[src/rtl/muldiv_pkg.sv]
// Shared encodings and constants for the iterative multiply/divide unit.
package muldiv_pkg;

  localparam int ITERATIONS = 32;
  localparam int CNT_W      = $clog2(ITERATIONS);

  localparam logic [1:0] OP_MULT  = 2'b00;
  localparam logic [1:0] OP_MULTU = 2'b01;
  localparam logic [1:0] OP_DIV   = 2'b10;
  localparam logic [1:0] OP_DIVU  = 2'b11;

  typedef enum logic [1:0] {
    IDLE = 2'b00,
    RUN  = 2'b01,
    FIX  = 2'b10
  } state_e;

  function automatic logic op_is_signed(input logic [1:0] op);
    return (op == OP_MULT) || (op == OP_DIV);
  endfunction

  function automatic logic op_is_div(input logic [1:0] op);
    return (op == OP_DIV) || (op == OP_DIVU);
  endfunction

endpackage

[src/rtl/muldiv_signfix.sv]
// Conditional two's-complement negate; driving neg_i with the sign bit yields the magnitude.
// Purely combinational, no handshake.
module muldiv_signfix
  import muldiv_pkg::*;
#(
  parameter int W = 32
) (
  input  logic [W-1:0] data_i,
  input  logic         neg_i,
  output logic [W-1:0] data_o
);

  assign data_o = neg_i ? (~data_i + {{(W-1){1'b0}}, 1'b1}) : data_i;

endmodule

[src/rtl/muldiv_unit.sv]
// MIPS HI/LO multiply/divide: 32 shift-add / restoring-divide steps plus a sign-fix cycle (33 cycles).
// start is ignored while busy; no queuing, no backpressure beyond the busy flag.
module muldiv_unit
  import muldiv_pkg::*;
#(
  parameter int WIDTH = 32
) (
  input  logic             clk,
  input  logic             rst,
  input  logic             start,
  input  logic [1:0]       op,
  input  logic [WIDTH-1:0] rs_data,
  input  logic [WIDTH-1:0] rt_data,
  input  logic             mthi,
  input  logic             mtlo,
  output logic             busy,
  output logic             done,
  output logic [WIDTH-1:0] hi,
  output logic [WIDTH-1:0] lo
);

  state_e             state_q, state_d;
  logic [CNT_W-1:0]   cnt_q, cnt_d;
  logic               div_q, div_d;
  logic               neg_lo_q, neg_lo_d;
  logic               neg_hi_q, neg_hi_d;
  logic [WIDTH-1:0]   opr_q, opr_d;
  logic [2*WIDTH-1:0] acc_q, acc_d;
  logic [WIDTH-1:0]   hi_q, hi_d;
  logic [WIDTH-1:0]   lo_q, lo_d;
  logic               done_q, done_d;

  logic               sgn_a, sgn_b;
  logic [WIDTH-1:0]   mag_a, mag_b;
  logic [2*WIDTH-1:0] prod_fix;
  logic [WIDTH-1:0]   quot_fix, rem_fix;

  assign sgn_a = op_is_signed(op) & rs_data[WIDTH-1];
  assign sgn_b = op_is_signed(op) & rt_data[WIDTH-1];

  muldiv_signfix #(.W(WIDTH)) u_abs_a (.data_i(rs_data), .neg_i(sgn_a), .data_o(mag_a));
  muldiv_signfix #(.W(WIDTH)) u_abs_b (.data_i(rt_data), .neg_i(sgn_b), .data_o(mag_b));

  muldiv_signfix #(.W(2*WIDTH)) u_fix_prod (
    .data_i(acc_q), .neg_i(neg_lo_q), .data_o(prod_fix)
  );
  muldiv_signfix #(.W(WIDTH)) u_fix_quot (
    .data_i(acc_q[WIDTH-1:0]), .neg_i(neg_lo_q), .data_o(quot_fix)
  );
  muldiv_signfix #(.W(WIDTH)) u_fix_rem (
    .data_i(acc_q[2*WIDTH-1:WIDTH]), .neg_i(neg_hi_q), .data_o(rem_fix)
  );

  // Multiply: acc = {partial product, multiplier}; add in the top half, shift right.
  logic [WIDTH:0]     mul_sum;
  logic [2*WIDTH-1:0] mul_next;
  assign mul_sum  = {1'b0, acc_q[2*WIDTH-1:WIDTH]}
                  + (acc_q[0] ? {1'b0, opr_q} : {(WIDTH+1){1'b0}});
  assign mul_next = {mul_sum, acc_q[WIDTH-1:1]};

  // Divide: acc = {remainder, dividend->quotient}; shift left, subtract if it fits.
  logic [WIDTH:0]     div_shift;
  logic               div_ge;
  logic [WIDTH-1:0]   div_sub;
  logic [2*WIDTH-1:0] div_next;
  assign div_shift = acc_q[2*WIDTH-1:WIDTH-1];
  assign div_ge    = div_shift >= {1'b0, opr_q};
  assign div_sub   = div_shift[WIDTH-1:0] - opr_q;
  assign div_next  = {(div_ge ? div_sub : div_shift[WIDTH-1:0]), acc_q[WIDTH-2:0], div_ge};

  always_comb begin
    state_d  = state_q;
    cnt_d    = cnt_q;
    div_d    = div_q;
    neg_lo_d = neg_lo_q;
    neg_hi_d = neg_hi_q;
    opr_d    = opr_q;
    acc_d    = acc_q;
    hi_d     = hi_q;
    lo_d     = lo_q;
    done_d   = 1'b0;
    case (state_q)
      IDLE: begin
        if (start) begin
          div_d    = op_is_div(op);
          opr_d    = op_is_div(op) ? mag_b : mag_a;
          acc_d    = {{WIDTH{1'b0}}, (op_is_div(op) ? mag_a : mag_b)};
          neg_lo_d = sgn_a ^ sgn_b;
          neg_hi_d = sgn_a;
          cnt_d    = '0;
          state_d  = RUN;
        end else begin
          if (mthi) hi_d = rs_data;
          if (mtlo) lo_d = rs_data;
        end
      end
      RUN: begin
        acc_d = div_q ? div_next : mul_next;
        cnt_d = cnt_q + 1'b1;
        if (cnt_q == CNT_W'(ITERATIONS - 1)) state_d = FIX;
      end
      FIX: begin
        if (div_q) begin
          hi_d = rem_fix;
          lo_d = quot_fix;
        end else begin
          hi_d = prod_fix[2*WIDTH-1:WIDTH];
          lo_d = prod_fix[WIDTH-1:0];
        end
        done_d  = 1'b1;
        state_d = IDLE;
      end
      default: state_d = IDLE;
    endcase
  end

  always_ff @(posedge clk) begin
    if (rst) begin
      state_q  <= IDLE;
      cnt_q    <= '0;
      div_q    <= 1'b0;
      neg_lo_q <= 1'b0;
      neg_hi_q <= 1'b0;
      opr_q    <= '0;
      acc_q    <= '0;
      hi_q     <= '0;
      lo_q     <= '0;
      done_q   <= 1'b0;
    end else begin
      state_q  <= state_d;
      cnt_q    <= cnt_d;
      div_q    <= div_d;
      neg_lo_q <= neg_lo_d;
      neg_hi_q <= neg_hi_d;
      opr_q    <= opr_d;
      acc_q    <= acc_d;
      hi_q     <= hi_d;
      lo_q     <= lo_d;
      done_q   <= done_d;
    end
  end

  assign busy = (state_q != IDLE);
  assign done = done_q;
  assign hi   = hi_q;
  assign lo   = lo_q;

endmodule

[config.mk]
export PLATFORM = sky130hd
export DESIGN_NAME = muldiv_unit
export DESIGN_NICKNAME = d
export VERILOG_FILES = /design/src/rtl/muldiv_pkg.sv /design/src/rtl/muldiv_signfix.sv /design/src/rtl/muldiv_unit.sv
export SDC_FILE = /design/constraint.sdc
export NUM_CORES = 1
export LEC_CHECK = 0
export CAP_MARGIN = 20
export CORE_UTILIZATION = 45
export DETAILED_ROUTE_END_ITERATION = 10
export PLACE_DENSITY = 0.67
export SLEW_MARGIN = 15
export SYNTH_ARGS = -nofsm -noshare
export SYNTH_HDL_FRONTEND = slang
export SYNTH_HIERARCHICAL = 1
export SYNTH_SLANG_ARGS = --single-unit
[constraint.sdc]
create_clock -name clk -period 3.1 [get_ports clk]
set_input_delay 0.465 -clock clk [delete_from_list [all_inputs] [get_ports clk]]
set_output_delay 0.465 -clock clk [all_outputs]
set_load 0.01 [all_outputs]
==> results of run 1 <==
## kinds of logic after synthesis
| kind of cell | Yosys count |
|---|---|
| AO/OA/AOI/OAI | 651 |
| adder cells (fa/ha/maj) | 73 |
| AND/OR/NAND/NOR | 594 |
| XOR/XNOR | 237 |
| multiplexers | 179 |
| flip-flops | 171 |
| buffers and inverters | 199 |
## registers in the layout, summed over array words and instances, names as in the netlist
register,count
hi,32
state_q,2
done,1
neg_hi_q,1
acc_q,64
opr_q,32
lo,32
div_q,1
cnt_q,5
neg_lo_q,1
## routing by layer
layer | up-vias | wire [um] | track usage
met5 | - | 13 | 0
met4 | 2 | 2730 | 0.144
met3 | 134 | 3980 | 0.0472
met2 | 662 | 29800 | 0.545
met1 | 8629 | 28300 | 0.443
li1 | 8328 | - | -
## path summary, 6_finish.rpt
kind / to / start / cells after the start
setup / recovery: acc_q[63]$_SDFFE_PP0P_ / acc_q[0]$_SDFFE_PP0P_ / 13
hold / removal: cnt_q[3]$_SDFFE_PP0P_ / cnt_q[3]$_SDFFE_PP0P_ / 1
setup reg to reg: acc_q[63]$_SDFFE_PP0P_ / acc_q[0]$_SDFFE_PP0P_ / 13
hold reg to reg: cnt_q[3]$_SDFFE_PP0P_ / cnt_q[3]$_SDFFE_PP0P_ / 1
## synthesized netlist by cell type (26+ instances only)
| library cell | number | area [um2] |
|---|---|---|
| xnor2_1 | 217 | 1900 |
| nor2_1 | 209 | 785 |
| mux2i_1 | 179 | 1790 |
| dfxtp_1 | 171 | 3420 |
| a211oi_1 | 164 | 1230 |
| a21oi_1 | 136 | 681 |
| nand2_1 | 114 | 428 |
| o21ai_0 | 114 | 571 |
| clkbuf_1 | 89 | 334 |
| ha_1 | 71 | 888 |
| inv_1 | 60 | 225 |
| o31ai_1 | 50 | 375 |
| and2_1 | 36 | 225 |
| nand3_1 | 35 | 175 |
| buf_1 | 29 | 109 |
| o41ai_1 | 29 | 254 |
| nand2b_1 | 27 | 169 |
| nand4_1 | 26 | 163 |
## layout make-up
type                       instances  area (um2)  share of cell area
sequential                       171        3440               0.162
multi-input combinational       1734       13000               0.611
inverter                          60         225              0.0106
timing repair buffer             384        3410               0.160
clock inverter                    14         180             0.00848
tap                              468         586              0.0276
clock buffer                      18         439              0.0207
## stage by stage
stage                     setup slack [ns]  setup TNS, ns  area [um2]
after floorplan                     0.0180              0       16900
after global placement              -0.235          -1.62       20200
after detailed placement            -0.243          -2.05       20200
after CTS                          0.00567              0       20900
after global routing               -0.0385         -0.146       21300
final                               0.0175              0       21300
## repair_timing
item / CTS / global route
setup buffers: 6 / 9
cloned: 0 / 0
pin swaps: 11 / 19
resized for setup: 20 / 49
setup endpoints to repair: 21 / 21
hold buffers: 0 / 0
## where the power goes
group | switching, W | internal [W]
clock network | 0.00108 | 0.00131
registers | 0.000163 | 0.00233
logic | 0.00178 | 0.00133
## critical path, cell delays in order, from the launching register on
cell       delay, ns
dfxtp_4         0.39
buf_4           0.16
and2_4          0.15
ha_4            0.19
o211ai_2        0.21
a21oi_4         0.06
o31ai_4         0.28
a21boi_2        0.13
a31oi_4         0.27
o2111ai_2       0.15
a221o_1         0.36
or4_1           0.40
o311ai_1        0.10
o21ai_1         0.09
==> impl_metrics.env, run 1 <==
export IMPL_antenna_left=0
export IMPL_status="completed"
export IMPL_drc_errors=0
export IMPL_path_class="flip-flop to flip-flop"
export IMPL_p_leak_nw=8.10
export IMPL_dieHeight_um=196
export IMPL_drt_total_wl_um=64800
export IMPL_timing_slew_headroom=0.300
export IMPL_io_pins=137
export IMPL_cp_start_kind="flip-flop"
export IMPL_io_buffer_count=136
export IMPL_yosys_area_share_simple=0.192
export IMPL_total_power_w=0.00801
export IMPL_p_per_area_nw_per_um2=377
export IMPL_synth_area_um2=16900
export IMPL_rows=70
export IMPL_grt_pass1_wl_um=98700
export IMPL_setup_viol=0
export IMPL_rsz0062_at_grt="yes"
export IMPL_mostFrequentLayoutCells="buf_4 (232), xnor2_1 (216), nor2_1 (208), mux2i_1 (179), dfxtp_1 (164)"
export IMPL_synth_compound_area_frac=0.272
export IMPL_start_util=0.459
export IMPL_final_core_util=0.578
export IMPL_ys_seq_area_frac=0.203
export IMPL_final_common_cell="buf_4"
export IMPL_synth_cell_types=81
export IMPL_synth_mux_area_frac=0.106
export IMPL_diodes=0
export IMPL_yosysWarnings=6
export IMPL_gp_congestion=0.964
export IMPL_synth_fa_ha_area_frac=0.0550
export IMPL_fillCellCount=3445
export IMPL_finClkSkew_ns=0.0134
export IMPL_hpwl_um=50200
export IMPL_dpl_cell_count=2802
export IMPL_fin_nets=2512
export IMPL_antenna_found_initial=2
export IMPL_maxCapViolations=0
export IMPL_hold_ws_ns=0.463
export IMPL_finalHoldViolations=0
export IMPL_overflow=0
export IMPL_fin_crit_sh=0.994
export IMPL_clock_sinks=171
export IMPL_synth_top_flop_cell="dfxtp_1"
export IMPL_post_drt_wl_per_cell_um=22.7
export IMPL_synth_xor_area_frac=0.123
export IMPL_synthCells=2104
export IMPL_vias=17755
export IMPL_avgSynthCellArea_um2=8.02
export IMPL_required_ns=3.45
export IMPL_synth_fp_nets=2248
export IMPL_drt_pass1_iterations=5
export IMPL_crit_path_end_kind="flip-flop"
export IMPL_worstPathArrival_ns=3.43
export IMPL_synth_seq_cells=171
export IMPL_via_per_inst=6.23
export IMPL_rrSetupSlack_ns=0.02
export IMPL_fmax_mhz=324
export IMPL_finalMaxSlewViolations=0
export IMPL_cts_root_buf="clkbuf_16"
export IMPL_cts_clk_slew_worst_paths_ns=0.08
export IMPL_dieArea_um2=38300
export IMPL_grt_pass1_vias=16988
export IMPL_min_path_type="flip-flop to flip-flop"
export IMPL_core_area_um2=36800
export IMPL_cts_tree="done"
export IMPL_synth_edf_count=0
export IMPL_drive_gt1_frac=0.176
export IMPL_syn_to_final_growth_pct=26.0
export IMPL_grt_start_max_net_pins=97
export IMPL_cts_path_max_buffers=2
export IMPL_htree_levels=4
export IMPL_ir_worst_vdd_mv=0.405
export IMPL_synth_top_family_by_area="compound AO/OA/AOI/OAI gates"
export IMPL_clock_latency_ns=0.46
export IMPL_gr_usage_all_layers=0.336
export IMPL_layout_min_cycle_time_ns=3.08
export IMPL_numCtsBuffers=17
export IMPL_layout_cells_non_filler=2849
export IMPL_synthArstFlopShare=0
export IMPL_worst_slew_pin_transition_ns=1.05
export IMPL_die_w_um=196
export IMPL_drt_iter0_markers=1593
export IMPL_cp_max_fo=6
Note: power is estimated with default switching activity, not from simulation.
==> inputs of run 2 (changes only) <==
- CELL_PAD_IN_SITES_DETAIL_PLACEMENT: not set -> 0
- CELL_PAD_IN_SITES_GLOBAL_PLACEMENT: not set -> 1
- CORE_UTILIZATION: 45 -> 41
- GPL_ROUTABILITY_DRIVEN: not set -> 0
- PLACE_DENSITY: 0.67 -> not set
- PLACE_DENSITY_LB_ADDON: not set -> 0.1
==> run 2 against run 1 <==
Sequential cell count unchanged. Clock skew about the same. Global-route usage down 2.3 points. Hold slack worse by 0.066 ns. Highest routed layer unchanged. Non-clock buffer count up 3. Clock power down 3%. The run now ends with negative setup slack left. Register-to-register slack worse by 0.04 ns. Sequential share of layout area down 0.11 points. Core utilization down 4.6 points. Via count down 0.69%. Largest cell class unchanged. Sequential power about the same. Cell count up 2.1%.
==> impl_metrics.env, run 2 (synthesized netlist as in run 1, its figures left out) <==
export IMPL_maxCapViolations=0
export IMPL_die_w_um=205
export IMPL_gr_usage_all_layers=0.313
export IMPL_fmax_mhz=320
export IMPL_grt_start_max_net_pins=143
export IMPL_ir_worst_vdd_mv=0.330
export IMPL_htree_levels=4
export IMPL_grt_pass1_vias=16958
export IMPL_diodes=0
export IMPL_clock_sinks=171
export IMPL_start_util=0.420
export IMPL_hp_start="rst"
export IMPL_p_per_area_nw_per_um2=372
export IMPL_drive_gt1_frac=0.180
export IMPL_cts_tree="done"
export IMPL_final_cell_area_um2=21400
export IMPL_worstPathArrival_ns=3.48
export IMPL_cts_root_buf="clkbuf_16"
export IMPL_cts_clk_slew_worst_paths_ns=0.07
export IMPL_io_buffer_count=136
export IMPL_antenna_found_initial=2
export IMPL_mostFrequentLayoutCells="buf_4 (237), xnor2_1 (216), nor2_1 (208), mux2i_1 (179), dfxtp_1 (166)"
export IMPL_drt_pass1_iterations=6
export IMPL_via_per_inst=6.06
export IMPL_top_register="acc_q"
export IMPL_cp_max_fo=6
export IMPL_finalMaxSlewViolations=0
export IMPL_finalHoldViolations=0
export IMPL_fin_nets=2515
export IMPL_min_path_type="primary input to flip-flop"
export IMPL_vias=17633
export IMPL_drt_total_wl_um=66200
export IMPL_worst_slew_pin_transition_ns=1.13
export IMPL_fin_crit_sh=1.01
export IMPL_required_ns=3.45
export IMPL_core_area_um2=40200
export IMPL_critPathLaunch="acc_q[0]$_SDFFE_PP0P_"
export IMPL_dieHeight_um=205
export IMPL_antenna_left=0
export IMPL_tns_ns=-0.0218
export IMPL_layout_min_cycle_time_ns=3.12
export IMPL_cp_start_kind="flip-flop"
export IMPL_timing_final_ws_setup_ns=-0.0218
export IMPL_final_common_cell="buf_4"
export IMPL_syn_to_final_growth_pct=26.8
export IMPL_violations="negative setup slack"
export IMPL_io_pins=137
export IMPL_drt_iter0_markers=1349
export IMPL_dieArea_um2=42000
export IMPL_finClkSkew_ns=0.0138
export IMPL_crit_path_end_kind="flip-flop"
export IMPL_placed_area_um2=20300
export IMPL_grt_pass1_wl_um=99000
export IMPL_clock_latency_ns=0.47
export IMPL_path_class="flip-flop to flip-flop"
export IMPL_rows=73
export IMPL_setup_viol=1
export IMPL_rsz0062_at_grt="yes"
export IMPL_post_drt_wl_per_cell_um=22.8
export IMPL_overflow=0
export IMPL_largest_register_ffs=64
export IMPL_dp_slack_ns=-0.296
export IMPL_status="finished, violations left"
export IMPL_r2r_start="acc_q[0]$_SDFFE_PP0P_"
export IMPL_timing_slew_headroom=0.246
export IMPL_drc_errors=0
export IMPL_cts_path_max_buffers=2
export IMPL_numCtsBuffers=17
export IMPL_hold_ws_ns=0.397
export IMPL_hpwl_um=51900
export IMPL_p_leak_nw=8.09
-- run 2: worst paths after layout --
path                            slack [ns]  cells after the start                      end
worst min register to register        0.46                      1    cnt_q[3]$_SDFFE_PP0P_
worst max-delay path                 -0.02                     13   acc_q[63]$_SDFFE_PP0P_
worst min-delay path                  0.40                      3  state_q[1]$_SDFFE_PP0P_
worst max register to register       -0.02                     13   acc_q[63]$_SDFFE_PP0P_
-- run 2: layout make-up --
class	instances	area, um2
clock inverter	13	163
timing repair buffer	387	3410
sequential	171	3430
clock buffer	19	453
fill	3899	18800
multi-input combinational	1734	13000
tap	525	657
inverter	60	225
-- run 2: timing repair --
item	in CTS	in global routing
setup endpoints to repair	25	30
pin swaps	4	23
resized for setup	10	69
buffers inserted	0	8
endpoints found under the hold margin	0	0
hold buffers	0	0
-- run 2: worst max-delay path, stage by stage, from the launching register on --
cell and delay [ns]:
dfxtp_4 0.42, buf_6 0.16, and2_4 0.15, ha_4 0.20
o211ai_4 0.21, a21oi_4 0.07, o31ai_4 0.27, a21boi_2 0.12
a31oi_4 0.29, o2111ai_2 0.14, a221o_1 0.38, or4_4 0.43
o311ai_2 0.09, o21ai_1 0.08
-- run 2: metal layers --
layer  GRT usage  part of all wire
met1       0.393              0.42
met2       0.507              0.46
met3      0.0632             0.070
met4       0.151             0.047
met5      0.0167            0.0015
-- run 2: through the flow --
| stage | std cells | power, W | util |
|---|---|---|---|
| CTS | 2901 | 0.00789 | 0.523 |
| global route | 2909 | 0.00832 | 0.532 |
| floorplan | 2104 | 0.00431 | - |
| global placement | 2869 | 0.00553 | 0.506 |
| finish | 2909 | 0.00795 | 0.532 |
| detailed placement | 2869 | 0.00555 | 0.506 |
-- run 2: power breakdown --
group          switching (W)  internal (W)
Sequential          0.000154       0.00233
Clock                0.00101       0.00131
Combinational        0.00180       0.00134
